`config.mk`:
```
export PLATFORM = sky130hd
export DESIGN_NAME = rr_arb4_sel
export DESIGN_NICKNAME = d
export VERILOG_FILES = /design/src/rtl/rr_arb4_sel.sv
export SDC_FILE = /design/constraint.sdc
export NUM_CORES = 1
export LEC_CHECK = 0
export BUFFER_PORTS_ARGS = -buffer_cell sky130_fd_sc_hd__buf_4
export CAP_MARGIN = 20
export CORE_MARGIN = 1.5
export CORE_UTILIZATION = 45
export DETAILED_ROUTE_END_ITERATION = 16
export HOLD_SLACK_MARGIN = 0.1
export PLACE_DENSITY_LB_ADDON = 0.1
export SLEW_MARGIN = 20
export SYNTH_ARGS = -nofsm -noshare
export SYNTH_HDL_FRONTEND = slang
export SYNTH_SLANG_ARGS = --single-unit
```
`constraint.sdc`:
```
create_clock -name clk -period 2.5 [get_ports clk]
set_input_delay 0.25 -clock clk [delete_from_list [all_inputs] [get_ports clk]]
set_output_delay 0.25 -clock clk [all_outputs]
set_load 0.1 [all_outputs]
```
`src/rtl/rr_arb4_sel.sv`:
```
// Four-requester round-robin arbiter with hold timeout; drives a 2x4 decoder
// through a registered index/enable pair with an idle gap between owners.
module rr_arb4_sel #(
    parameter int unsigned HOLD_W   = 4,
    parameter int unsigned MAX_HOLD = 12
) (
    input  logic       clk,
    input  logic       rst_n,
    input  logic [3:0] req,
    input  logic       done,
    output logic [1:0] gnt_idx,
    output logic       gnt_en,
    output logic       busy,
    output logic       timeout
);

    localparam int unsigned N_REQ = 4;
    localparam int unsigned IDX_W = 2;
    localparam logic [HOLD_W-1:0] HOLD_LAST = HOLD_W'(MAX_HOLD - 1);

    typedef enum logic [1:0] {
        IDLE  = 2'd0,
        GRANT = 2'd1,
        GAP   = 2'd2
    } state_t;

    state_t             state, state_nxt;
    logic [IDX_W-1:0]   last, last_nxt;
    logic [IDX_W-1:0]   idx_nxt;
    logic [HOLD_W-1:0]  hcnt, hcnt_nxt;
    logic               en_nxt, busy_nxt, to_nxt;
    logic [IDX_W-1:0]   winner, cand;
    logic               owner_rel;

    // Rotating priority: scan from farthest to nearest so the entry right after last wins.
    always_comb begin
        winner = last;
        cand   = last;
        for (int k = N_REQ; k >= 1; k--) begin
            cand = last + IDX_W'(k);
            if (req[cand]) winner = cand;
        end
    end

    assign owner_rel = done || !req[gnt_idx];

    always_comb begin
        state_nxt = state;
        last_nxt  = last;
        idx_nxt   = gnt_idx;
        hcnt_nxt  = hcnt;
        en_nxt    = gnt_en;
        to_nxt    = 1'b0;
        unique case (state)
            IDLE: begin
                if (|req) begin
                    state_nxt = GRANT;
                    idx_nxt   = winner;
                    en_nxt    = 1'b1;
                    hcnt_nxt  = '0;
                end
            end
            GRANT: begin
                if (owner_rel || (hcnt == HOLD_LAST)) begin
                    state_nxt = GAP;
                    en_nxt    = 1'b0;
                    last_nxt  = gnt_idx;
                    to_nxt    = !owner_rel;
                end else begin
                    hcnt_nxt = hcnt + HOLD_W'(1);
                end
            end
            GAP: begin
                state_nxt = IDLE;
            end
            default: begin
                state_nxt = IDLE;
                en_nxt    = 1'b0;
            end
        endcase
        busy_nxt = (state_nxt != IDLE);
    end

    always_ff @(posedge clk or negedge rst_n) begin
        if (!rst_n) begin
            state   <= IDLE;
            last    <= 2'b11;
            hcnt    <= '0;
            gnt_idx <= 2'b00;
            gnt_en  <= 1'b0;
            busy    <= 1'b0;
            timeout <= 1'b0;
        end else begin
            state   <= state_nxt;
            last    <= last_nxt;
            hcnt    <= hcnt_nxt;
            gnt_idx <= idx_nxt;
            gnt_en  <= en_nxt;
            busy    <= busy_nxt;
            timeout <= to_nxt;
        end
    end

endmodule
```
==> results.cfg <==
[clocking]
clkLatencyLatePin_ns = 0.27
cts_buffers = 3
cts_setup_buffers = 0
path_clk_slew_ns = 0.07
h-tree-depth = 1
root_buffer = clkbuf_4
cts_tree = done
cts_buffer_depth = 2
clock-sinks = 13

[sta]
report.final.slew_viol_count = 0
tightest_slew_ns = 0.392
period_share_pct = 65.3
max_freq_mhz = 613
finalClockSkew_ns = 0.000461
setup_viol = 0
max_slew_margin_pct = 73.5
rsz0062_at_grt = false
hold_viol = 0
min_period_ns = 1.63
setup_tns_ns = 0

[grt]
grt_max_degree = 14
grt_pass1_vias = 547
grt_overflow = 0
track_usage_pct = 18.7
grt_first_pass_wirelength_um = 2500
antenna_found_initial = 0

[synth]
syn_area_sq_um = 712
synthAdderAreaFrac_pct = 1.76
yosysWarnings = 0
muxShareOfSynthArea_pct = 12.1
synth-simple-area-share_pct = 19.9
ys_top_cells_by_area = dfrtp_1 (39%), dfstp_2 (7.4%), mux2_4 (6.3%)
avgSynthCellArea_sq_um = 10.8
synth-seq-area-share_pct = 46.0
synth-main-ff-cell = dfrtp_1
ys_ff_latch = 13
yosysTopAreaCell = dfrtp_1
synth_edf_count = 0
synth_xor_area_share_pct = 0
yosysMostFrequentCell = dfrtp_1
synth-compound-area-share_pct = 17.4
synth.top_cell.area_share_pct = 38.7
synth_common_cells = dfrtp_1 (11), nand2_1 (7), nor2_1 (4)
synthCells = 66
syn-num-nets = 74
ys_types = 32
synth_top_family_by_area = simple AND/OR/NAND/NOR gates
synthArstFlopShare_pct = 100

[power]
irDropWorstVdd_uv = 684
p_per_area_nw_per_um2 = 1330
leakage_nw = 0.395

[placement]
gp_congestion = 0.767
port_buffers = 11
post-dp-hpwl_um = 1070
dp.cells = 93

[setup_path]
reg2reg_depth = 4
worstPathArrival_ns = 1.83
start_kind = flop
worstPathRequired_ns = 2.70
r2r-end = last[1]
r2r_slack_ns = 0.87
r2r-start = gnt_idx[1]
worst_setup_path_end_kind = flop
cp_max_fo = 5
crit_type = flop to flop

[drt]
viasPerCell = 5.74
vias = 563
ant_nets = 0
post_drt_wl_per_cell_um = 14.1
wirelength_um = 1380
drc_errors = 0
first_pass_iters = 4
drt-initial-drc-count = 4

[cells_and_area]
seqCellArea_sq_um = 328
area_delta_synth_final_pct = 20.4
fin_cells = 98
drive_gt1_share_pct = 31.7
diodes = 0
fin_nets = 91
multiInputGateArea_sq_um = 364
n_fill_cell = 141

[run]
maxCapViolCount = 0

[floorplan]
start_util_pct = 47.8
die_x_um = 42.8
die_h_um = 42.8
ios = 12
rows = 14
die_area_sq_um = 1830
core_sq_um = 1490

[hold_path]
hp-class = primary input to asynchronous set/reset pin

[status]
status = finished clean
[kinds of logic (layout without fill, tap and decap cells)]
group / count (synthesis) / in the layout
adders and majority gates: 1 / 1
buffers and inverters: 5 / 21
AOI/OAI and AO/OA: 14 / 14
DFF: 13 / 13
and+or+nand+nor: 26 / 26
muxes: 7 / 7
[layer usage]
metal  share of wire [%]  global-route usage, %  vias to the layer above
met2                  48                   29.4                       13
met5                   0                      0                        -
met3                 5.4                   6.81                        2
li1                    -                      -                      273
met1                  46                   23.8                      275
met4                0.80                   5.63                        0
[layout by cell type, fill, tap and decap left out, types with 2 or more instances in the layout]
cell type	n
buf_4	13
dfrtp_1	11
nand2_1	7
nor2_1	4
mux2_4	3
nand3_1	3
nand2b_1	3
mux2i_1	3
inv_1	3
clkbuf_4	3
o41ai_1	2
a21oi_1	2
nor3_1	2
o21ai_0	2
dfstp_2	2
[cell type report]
type                            instances  share of cell area, %
Clock buffer                            4                   3.07
Inverter                                3                   1.31
Multi-Input combinational cell         48                   42.5
Sequential cell                        13                   38.2
Tap cell                               16                   2.34
Timing Repair Buffer                   14                   12.6
[how the worst max path moves through the flow]
stage	from	to	slack, ns	cells after the start
floorplan	gnt_idx[1]	last[1]	0.31	4
global placement	gnt_idx[1]	last[0]	0.91	4
detailed placement	gnt_idx[1]	last[1]	0.86	4
CTS	gnt_idx[1]	last[1]	0.85	4
global route	gnt_idx[1]	last[0]	0.81	4
finish	gnt_idx[1]	last[1]	0.87	4
[power breakdown]
part | internal [W] | switching (W) | leakage (nW)
registers | 0.000297 | 0.0000831 | 0.161
clock network | 0.0000617 | 0.0000612 | 0.0150
logic | 0.000229 | 0.000404 | 0.219
total | 0.000588 | 0.000549 | 0.395
[registers in the layout, summed over array words and instances, names as in the netlist]
register and count:
busy 1, gnt_en 1, gnt_idx 2, hcnt 4, last 2, state 2, timeout 1
[through the flow]
stage               cell area [sq um]  total power, W  utilization (%)  setup WS, ns  hold slack [ns]
finish                            857         0.00114             57.6         0.868            0.365
global route                      857         0.00122             57.6         0.811            0.379
CTS                               857         0.00115             57.6         0.846            0.352
detailed placement                821         0.00102             55.1         0.864            0.107
global placement                  821         0.00101             55.1         0.914            0.106
floorplan                         712        0.000873                -         0.313          -0.0456
[worst max-delay path: stages, from the launching register on]
cell     delay, ns
dfrtp_1       0.43
mux2_2        0.39
a22o_4        0.25
a21oi_4       0.18
mux2_4        0.32
[repair_timing]
action                    CTS  global route
hold buffers                1             0
resized for setup           0             0
hold endpoints to repair   13             0
(Power assumes the default switching activity.)
